**src/rtl/fifo_pkg.sv**
```systemverilog
// fifo_pkg: shared widths, helpers and status bundle for the synchronous FIFO family
package fifo_pkg;
   function automatic int clog2_min1(input int n);
      return (n <= 2) ? 1 : $clog2(n);
   endfunction
   function automatic int level_width(input int depth);
      return $clog2(depth + 1);
   endfunction
   typedef struct packed {
      logic empty;
      logic full;
      logic almost_full;
      logic almost_empty;
      logic overflow;
      logic underflow;
   } fifo_status_t;
endpackage

```
**src/rtl/fifo_ptr_wrap.sv**
```systemverilog
// fifo_ptr_wrap: DEPTH-modulo pointer with increment enable and explicit wrap to zero
module fifo_ptr_wrap
   import fifo_pkg::*;
#(
   parameter int DEPTH = 5,
   localparam int PW = clog2_min1(DEPTH)
) (
   input  logic          clk,
   input  logic          rst,
   input  logic          inc,
   output logic [PW-1:0] ptr
);
   logic [PW-1:0] ptr_q, ptr_d;
   always_comb ptr_d = !inc ? ptr_q : (ptr_q == PW'(DEPTH - 1)) ? '0 : ptr_q + 1'b1;
   always_ff @(posedge clk) ptr_q <= rst ? '0 : ptr_d;
   assign ptr = ptr_q;
endmodule

```
**src/rtl/fifo_sync_ctl.sv**
```systemverilog
// fifo_sync_ctl: single-clock FIFO with any depth, level/threshold flags, sticky errors and
// either first-word-fall-through or registered read output
module fifo_sync_ctl
   import fifo_pkg::*;
#(
   parameter int DATA_WIDTH = 8,
   parameter int DEPTH      = 5,
   parameter int AF_THRESH  = DEPTH - 1,
   parameter int AE_THRESH  = 1,
   parameter bit OUT_REG    = 1'b0,
   localparam int LW = level_width(DEPTH),
   localparam int PW = clog2_min1(DEPTH)
) (
   input  logic                  clk,
   input  logic                  rst,
   input  logic                  push,
   input  logic [DATA_WIDTH-1:0] d_in,
   input  logic                  pop,
   output logic [DATA_WIDTH-1:0] d_out,
   output logic                  d_valid,
   output logic                  empty,
   output logic                  full,
   output logic                  almost_full,
   output logic                  almost_empty,
   output logic [LW-1:0]         level,
   output logic                  overflow,
   output logic                  underflow
);
   if (DEPTH < 2 || AF_THRESH < 1 || AF_THRESH > DEPTH || AE_THRESH < 0 || AE_THRESH > DEPTH - 1) begin : g_bad_params
      $error("fifo_sync_ctl: illegal DEPTH/AF_THRESH/AE_THRESH");
   end
   logic [DATA_WIDTH-1:0] mem_q [DEPTH];
   logic [DATA_WIDTH-1:0] mem_d [DEPTH];
   logic [LW-1:0] count_q, count_d;
   logic ovf_q, ovf_d, unf_q, unf_d;
   logic push_ok, pop_ok;
   logic [PW-1:0] wr_ptr, rd_ptr;
   fifo_status_t st;
   // a full FIFO still takes a push when the same cycle frees a slot; an empty one never bypasses
   always_comb begin
      pop_ok  = pop && (count_q != '0);
      push_ok = push && ((count_q != LW'(DEPTH)) || pop_ok);
      count_d = count_q + LW'(push_ok) - LW'(pop_ok);
      ovf_d   = ovf_q || (push && !push_ok);
      unf_d   = unf_q || (pop && !pop_ok);
      mem_d   = mem_q;
      if (push_ok) mem_d[wr_ptr] = d_in;
   end
   always_ff @(posedge clk) begin
      if (rst) begin
         count_q <= '0;
         ovf_q   <= 1'b0;
         unf_q   <= 1'b0;
         mem_q   <= '{default: '0};
      end else begin
         count_q <= count_d;
         ovf_q   <= ovf_d;
         unf_q   <= unf_d;
         mem_q   <= mem_d;
      end
   end
   fifo_ptr_wrap #(.DEPTH(DEPTH)) u_wr_ptr (.clk(clk), .rst(rst), .inc(push_ok), .ptr(wr_ptr));
   fifo_ptr_wrap #(.DEPTH(DEPTH)) u_rd_ptr (.clk(clk), .rst(rst), .inc(pop_ok), .ptr(rd_ptr));
   always_comb begin
      st.empty        = count_q == '0;
      st.full         = count_q == LW'(DEPTH);
      st.almost_full  = count_q >= LW'(AF_THRESH);
      st.almost_empty = count_q <= LW'(AE_THRESH);
      st.overflow     = ovf_q;
      st.underflow    = unf_q;
   end
   assign empty        = st.empty;
   assign full         = st.full;
   assign almost_full  = st.almost_full;
   assign almost_empty = st.almost_empty;
   assign overflow     = st.overflow;
   assign underflow    = st.underflow;
   assign level        = count_q;
   if (OUT_REG) begin : g_reg_out
      logic [DATA_WIDTH-1:0] dout_q, dout_d;
      logic dval_q, dval_d;
      always_comb begin
         dout_d = pop_ok ? mem_q[rd_ptr] : dout_q;
         dval_d = pop_ok;
      end
      always_ff @(posedge clk) begin
         dout_q <= rst ? '0 : dout_d;
         dval_q <= rst ? 1'b0 : dval_d;
      end
      assign d_out   = dout_q;
      assign d_valid = dval_q;
   end else begin : g_fwft_out
      assign d_out   = st.empty ? '0 : mem_q[rd_ptr];
      assign d_valid = !st.empty;
   end
   a_count_bound: assert property (@(posedge clk) disable iff (rst) count_q <= LW'(DEPTH));
   a_refused_push: assert property (@(posedge clk) disable iff (rst) (push && !push_ok) |=> $stable(count_q));
endmodule

```
**config.mk**
```make
export PLATFORM = sky130hd
export DESIGN_NAME = fifo_sync_ctl
export DESIGN_NICKNAME = d
export VERILOG_FILES = /design/src/rtl/fifo_pkg.sv /design/src/rtl/fifo_ptr_wrap.sv /design/src/rtl/fifo_sync_ctl.sv
export SDC_FILE = /design/constraint.sdc
export NUM_CORES = 1
export LEC_CHECK = 0
export CORE_MARGIN = 2
export CORE_UTILIZATION = 40
export DETAILED_ROUTE_END_ITERATION = 8
export DONT_BUFFER_PORTS = 1
export GPL_TIMING_DRIVEN = 1
export PLACE_DENSITY = 0.53
export SYNTH_ARGS = -nofsm -noshare
export SYNTH_HDL_FRONTEND = slang
export SYNTH_SLANG_ARGS = --single-unit
```
**constraint.sdc**
```tcl
create_clock -name clk -period 4.58 [get_ports clk]
set_input_delay 0.458 -clock clk [delete_from_list [all_inputs] [get_ports clk]]
set_output_delay 0.458 -clock clk [all_outputs]
set_load 0.005 [all_outputs]
```
# Word level (Yosys, flattened, before mapping)
# Cells that the tools add are included.
dict set report op_classes {
  add_sub_neg 4
  order_cmp 5
  eq_ne 4
  muxes 9
  bitwise_logic 2
  n_reduce_logical 13
}
# operator n
set ops {}
lappend ops {{40-bit bitwise mux} 1}
lappend ops {{8-bit 2-to-1 mux} 4}
lappend ops {{8-bit binary-select mux with 3-bit select} 1}
lappend ops {{8-bit demux with 3-bit select} 1}
lappend ops {{3-bit equality test, second input constant} 3}
lappend ops {{4-bit greater-or-equal comparator, second input constant} 2}
lappend ops {{3-bit NOT with 4-bit output} 2}
lappend ops {{3-bit by 1-bit adder with 3-bit output, second input constant} 2}
lappend ops {{3-bit 2-to-1 mux} 2}
lappend ops {{1-bit logical AND} 5}
lappend ops {{4-bit by 1-bit less-than comparator with 1-bit output, second input constant} 1}
lappend ops {{3-bit by 1-bit adder with 3-bit output} 1}
lappend ops {{3-bit greater-or-equal comparator, second input constant} 1}
lappend ops {{3-bit by 1-bit less-or-equal comparator with 1-bit output, second input constant} 1}
lappend ops {{1-bit logical NOT} 3}
lappend ops {{3-bit logical NOT} 1}
lappend ops {{1-bit logical OR} 3}
lappend ops {{3-bit inequality test, second input constant} 1}
lappend ops {{3-bit nonzero test} 1}
lappend ops {{3-bit by 1-bit subtractor with 3-bit output} 1}
dict set report totals {
  regBits 51
  in_bits 12
  out_inout_bits 18
  word_cells 47
}

# Logic depth before layout (Yosys ltp)
dict set report depth {
  ltp_word 7
  depth_mapped 9
}

# Cells and area by module
# Synthesis repeated with hierarchy kept, for this count alone.
dict set report unflattened {
  cells_unflattened 253
  hier_area_um2 2583.7
}
# module n_inst cells_per_inst area_each_um2
set modules_own_cells {}
lappend modules_own_cells {fifo_sync_ctl 1 219 2275.9}
lappend modules_own_cells {fifo_ptr_wrap 2 17 153.9}

# Worst setup path before layout
# OpenSTA, ideal clock, no wires.
dict set report synth_path {
  path_kind {register to register}
  start {register count_q[2] (netlist: level[2])}
  end {register count_q[2] (netlist: level[2])}
  setup_time_ps 128
  t_arrival_ps 1905
  t_required_ps 4452
  slack_ps 2548
  stages_incl_launch_ff 9
  period_less_slack_ps 2032
  path_cell_list {dfxtp_1 o31ai_1 inv_1 ha_1 inv_1 ha_1 fa_1 xor2_1 nor2_1}
}
dict set report synth_via {
  elab_chain_len 6
  word_cells_on_any_way 7
  classes_between {2 x add/sub; 1 x eq/ne; 4 x reduce/logical}
}
# item line
set synth_rtl {}
lappend synth_rtl {{start, declared} fifo_sync_ctl.sv:34} ;# logic [LW-1:0] count_q, count_d;
lappend synth_rtl {{start signal, assigned} fifo_sync_ctl.sv:56} ;# count_q <= count_d;
lappend synth_rtl {{3-bit nonzero test *} fifo_sync_ctl.sv:41} ;# pop_ok = pop && (count_q != '0);
lappend synth_rtl {{1-bit logical AND *} fifo_sync_ctl.sv:41}
lappend synth_rtl {{net pop_ok} fifo_sync_ctl.sv:36} ;# logic push_ok, pop_ok;
lappend synth_rtl {{1-bit logical OR} fifo_sync_ctl.sv:42} ;# push_ok = push && ((count_q != LW'(DEPTH)) || pop_ok);
lappend synth_rtl {{1-bit logical AND} fifo_sync_ctl.sv:42}
lappend synth_rtl {{3-bit by 1-bit adder with 3-bit output} fifo_sync_ctl.sv:43} ;# count_d = count_q + LW'(push_ok) - LW'(pop_ok);
lappend synth_rtl {{3-bit by 1-bit subtractor with 3-bit output *} fifo_sync_ctl.sv:43}
# The timed path passes the listed nets; every way through them passes the cells marked *.
# A chain may end at the register's enable or synchronous reset.

# Final worst setup path
dict set report layout_path {
  start {register u_rd_ptr.ptr_q[1] (netlist: u_rd_ptr.ptr[1])}
  end {output port d_out[4]}
}
dict set report layout_via {
  elab_chain_len 5
}
# item line
set layout_rtl {}
lappend layout_rtl {{start, declared} fifo_ptr_wrap.sv:13} ;# logic [PW-1:0] ptr_q, ptr_d;
lappend layout_rtl {{start signal, assigned} fifo_ptr_wrap.sv:15} ;# always_ff @(posedge clk) ptr_q <= rst ? '0 : ptr_d;
lappend layout_rtl {{3-bit NOT with 4-bit output (implied by the code)} fifo_sync_ctl.sv:93} ;# assign d_out = st.empty ? '0 : mem_q[rd_ptr];
lappend layout_rtl {{8-bit binary-select mux with 3-bit select} fifo_sync_ctl.sv:93}
lappend layout_rtl {{8-bit 2-to-1 mux (implied by the code) (2 in a row)} fifo_sync_ctl.sv:93}
lappend layout_rtl {{8-bit 2-to-1 mux} fifo_sync_ctl.sv:93}
lappend layout_rtl {{end, declared} fifo_sync_ctl.sv:19} ;# output logic [DATA_WIDTH-1:0] d_out,
# No other way between the ends. The select of a mux whose other input is x is not followed.

==> reports/metrics.cfg <==
[logic_synthesis]
ys_ff_latch = 51
yosys-top-cells-area = dfxtp_1, mux2i_1, nand2b_1
syn_inst = 263
ys_top_cells_by_count = dfxtp_1, nand2b_1, mux2i_1
synth_edf_count = 0
yosysUniqueCellTypes = 35
ys.flop_type = dfxtp_1
syn-num-nets = 284
synth_most_common_cell = dfxtp_1
async_flop_share_pct = 0
synth_top_area_cell = dfxtp_1
yosysSeqAreaShare_pct = 38.7
synthesis.area_mm2 = 0.00264
synth_top_area_share_pct = 38.7
syn_area_per_cell_um2 = 10.0
yosysWarnings = 0

[worst_setup_path]
crit_fanout = 21
worstSetupEndpointType = output port
rrSetupSlack_ps = 2220
required_ps = 4120
reg2reg_from = level[0]
reg2reg_to = level[1]
setup.worst_path.start_class = flip-flop
crit_arrival_ps = 2080
critPathKind = reg2out
reg2regPathDepth = 7

[hold_path]
hold_depth = 1
worstHoldStart = rst
hp-class = in2reg
min_to = u_rd_ptr.ptr[0]

[global_route]
grt_pass1_vias = 1782
grt_start_max_net_pins = 60
grt_first_pass_wirelength_um = 9270
globalRouteOverflowTotal = 0
grt_usage_pct = 16.1
antenna_found_initial = 0

[sta]
drv_slew = 0
fmax_mhz = 394
setup-violations-final = 0
fin_crit_sh_pct = 55.4
grt_setup_unrepaired = no
hold_violations = 0
fin_crit_ps = 2540
setup_tns_ps = 0
clock_skew_ps = 5.98
relSlewSlack_pct = 38.2
worst_pin_slew_ps = 926

[run_status]
status = completed

[die]
rows = 29
start_util_pct = 41.4
die_height_um = 85.3
pin_count = 30
die_area_mm2 = 0.00727
die_w_um = 85.3
core_mm2 = 0.00639

[clock_tree]
cts_hold_buffers = 0
root_buffer = clkbuf_8
cts_tree = done
h-tree-depth = 2
cts.sinks = 51
cts_setup_buffers = 0
clkSlewWorstSetupHoldPaths_ps = 90
cts-buffers-inserted = 5
cts.repair.resized = 0
insertion_delay_ps = 300
clockBufferDepth = 2

[final_layout]
num_antenna_cells = 0
fin_nets = 278
drive_gt1_share_pct = 13.6
syn2layout_area_growth_pct = 5.31
final_util_pct = 43.6

[drt]
wl_um = 5440
initialDrtViolationCount = 40
drc = 0
drtPass1Iterations = 4
post_drt_wl_per_cell_um = 16.2
routed-via-count = 1772
ant_nets = 0
avgViaCountPerCell = 5.29

[job]
drv_cap = 0

[placement]
gp_congestion = 0.751
dp_hpwl_um = 3640
io_buffers = 0

[power]
p_per_area_mw_per_mm2 = 403
p_leak_nw = 1.18
peakVddDrop_v = 0.000232

## cell usage in the layout (no fill, tap or decap), types with 2 or more instances in the layout
master	n
nand4_1	3
nand4_4	3
nor2_1	8
nand3_1	2
nand2b_1	48
inv_1	10
ha_1	8
clkbuf_8	5
mux2_2	16
nand2_1	12
a21oi_1	16
nor2b_1	4
mux2i_1	40
a22oi_1	7
dfxtp_1	51
o21ai_0	5
## metal layers
layer	routed length [um]	part of all wire [%]	track usage (%)
met1	2650	49	21.8
met2	2560	47	26.5
met3	173	3.2	3.31
met4	48	0.88	3.46
met5	0	0	0
## power by group
group          switching [mW]  internal (mW)
registers              0.0523          0.478
clock network           0.152          0.163
logic                   0.161          0.114
## per-stage QoR
step	hold slack [ps]	cell area, um^2	setup slack [ps]	std cells	power, mW
5_1_grt	201	2780	1870	335	1.20
4_1_cts	198	2780	1970	335	1.14
3_5_place_dp	460	2670	2200	327	0.821
6_report	236	2780	2040	335	1.12
2_1_floorplan	446	2640	2550	263	0.758
3_3_place_gp	458	2670	2240	327	0.820
## worst max path at each step
stage	start	end	slack, ps	cells after the start
5_1_grt	u_rd_ptr.ptr[1]	d_out[4]	1870	3
4_1_cts	u_rd_ptr.ptr[1]	d_out[4]	1970	3
3_3_place_gp	pop	level[1]	2240	7
3_5_place_dp	level[0]	level[1]	2200	7
6_report	u_rd_ptr.ptr[1]	d_out[4]	2040	3
2_1_floorplan	level[2]	level[2]	2550	8
## flip-flops by register name (all words and copies together), names as in the netlist
name / count
level: 3
mem_q: 40
overflow: 1
u_rd_ptr.ptr: 3
u_wr_ptr.ptr: 3
underflow: 1
## area by class of cell
type                       count  area [um^2]
fill                         650         3600
multi-input combinational    188         1510
sequential                    51         1020
tap                           77         96.3
clock buffer                   5         68.8
clock inverter                 3         43.8
inverter                      11         41.3
## worst max-delay path: stages (launching register included)
cell	delay [ps]
dfxtp_1	940
mux2_2	420
a222oi_1	320
nor2_1	100
## logic make-up after synthesis
kind of cell | after synthesis | share of synthesized area [%]
buffers and inverters | 24 | 4.17
AO/OA/AOI/OAI | 31 | 7.01
multiplexers | 56 | 22.0
adder cells (fa/ha/maj) | 9 | 4.55
flip-flops | 51 | 38.7
XOR/XNOR | 1 | 0.332
AND/OR/NAND/NOR | 91 | 23.3
Note: power is estimated with default switching activity, not from simulation.
==> RTL change: new RTL, same flow settings <==
Change the parameter `OUT_REG` from 1'b0 to 1'b1.
--- a/src/rtl/fifo_sync_ctl.sv
+++ b/src/rtl/fifo_sync_ctl.sv
@@ -9,3 +9,3 @@
    parameter int AE_THRESH  = 1,
-   parameter bit OUT_REG    = 1'b0,
+   parameter bit OUT_REG    = 1'b1,
    localparam int LW = level_width(DEPTH),
Function: changed (Yosys sat finds a counterexample within 4 cycles, from zero or initial values and one cycle with rst high).
==> RTL change against the original RTL <==
  * Total power grew 25%
  * Synthesized area grew 3.3%
  * Wire length grew 3.8%
  * Maximum frequency grew 9.9%
  * Clock power grew 43%
  * Global-route usage is essentially flat
  * Final area grew 3.4%
  * Largest cell class unchanged
  * Sequential cell count grew 9
  * Worst setup slack gained 0.23 ns
==> RTL change: results (changes against the original RTL) <==
| Quantity | Reported | Unit | Delta |
| --- | --- | --- | --- |
| Status | finished, final reports clean | - | unchanged |
| Compound-cell area share of the yosys netlist | 7.79 | % | was 7.01% |
| Adder-cell share of the synthesized area | 3.94 | % | was 4.55% |
| HPWL reported at the end of detailed placement | 3450 | um | was 3640 um |
| Arrival @ worst endpoint | 2.54 | ns | was 2.08 ns |
| Number of unique standard cell types used by synthesis | 33 | - | was 35 |
| End point of the critical path | level[1] | - | was d_out[4] |
| Largest voltage drop on the vdd net | 189 | uV | was 232 uV |
| Final-layout fill cell count | 680 | - | was 650 |
| Power of the sequential group | 0.641 | mW | was 0.530 mW |
| GP Congestion | 0.766 | - | was 0.751 |
| Share of the synthesized netlist area taken by xor and xnor gates | 0.321 | % | was 0.332% |
| Seq/Total Area, Yosys | 44.0 | % | was 38.7% |
| Internal cell power | 0.959 | mW | was 0.755 mW |
| Final worst clock skew | 0.0124 | ns | was 0.00598 ns |
| Aggregate routed wire length | 5640 | um | was 5440 um |
| Clk_lat worst skew | 0.33 | ns | was 0.30 ns |
| FF-to-FF Start | level[2] | - | was level[0] |
| Length of routed met2 wiring | 2490 | um | was 2560 um |
| Largest net degree at the start of global routing | 61 | - | was 60 |
| Total met3 wirelength after detailed routing | 274 | um | was 173 um |
| Number of H-tree levels | 3 | - | was 2 |
| Core region area | 0.00668 | mm^2 | was 0.00639 mm^2 |
| Avg Vias per Cell | 5.10 | - | was 5.29 |
| Total number of nets in the final design | 297 | - | was 278 |
| Clock input transition at the sequential cells of the worst setup and hold paths | 0.07 | ns | was 0.09 ns |
| Sequential power share | 45.9 | % | was 47.4% |
| Largest driver fanout on the critical path | 9 | - | was 21 |
| Number of buffers created by CTS | 9 | - | was 5 |
| Max stage delay on crit path | 0.50 | ns | was 0.94 ns |
| Wire length of the first global-routing pass | 8970 | um | was 9270 um |
| Share of layout cells above drive strength 1 | 8.19 | % | was 13.6% |
| Worst-case register-to-register setup slack | 2.27 | ns | was 2.22 ns |
| Cell types occupying the most area after synthesis | dfxtp_1 (44%), mux2i_1 (21%), nor2_1 (7.8%) | - | was dfxtp_1 (39%), mux2i_1 (15%), nand2b_1 (11%) |
-- RTL change: worst min-delay path by stage --
stage	to	slack, ns
3_3_place_gp	mem_q[12]	0.47
6_report	mem_q[37]	0.18
5_1_grt	mem_q[37]	0.16
2_1_floorplan	mem_q[10]	0.46
4_1_cts	u_wr_ptr.ptr[2]	0.17
3_5_place_dp	mem_q[38]	0.48
-- RTL change: cell type report --
cell class              instances  area share, %
inverters                      10           1.30
well taps                      80           3.48
repair buffers                  1          0.261
clock buffers                  10           4.44
clock inverters                 5           1.87
flip-flops and latches         60           41.8
multi-input cells             195           46.9
-- RTL change: worst max-delay path: cells and delay by family, from the launching register on --
kind | cells | cell delay [ns]
AND/OR/NAND/NOR | 3 | 0.87
adder cells (fa/ha/maj) | 3 | 0.79
flip-flops | 1 | 0.50
buffers and inverters | 1 | 0.06
-- RTL change: metrics by stage --
step                      std cells  cell area (um^2)
final                           361              2880
after CTS                       361              2880
after detailed placement        346              2700
after floorplan                 283              2730
after global routing            361              2880
after global placement          346              2700
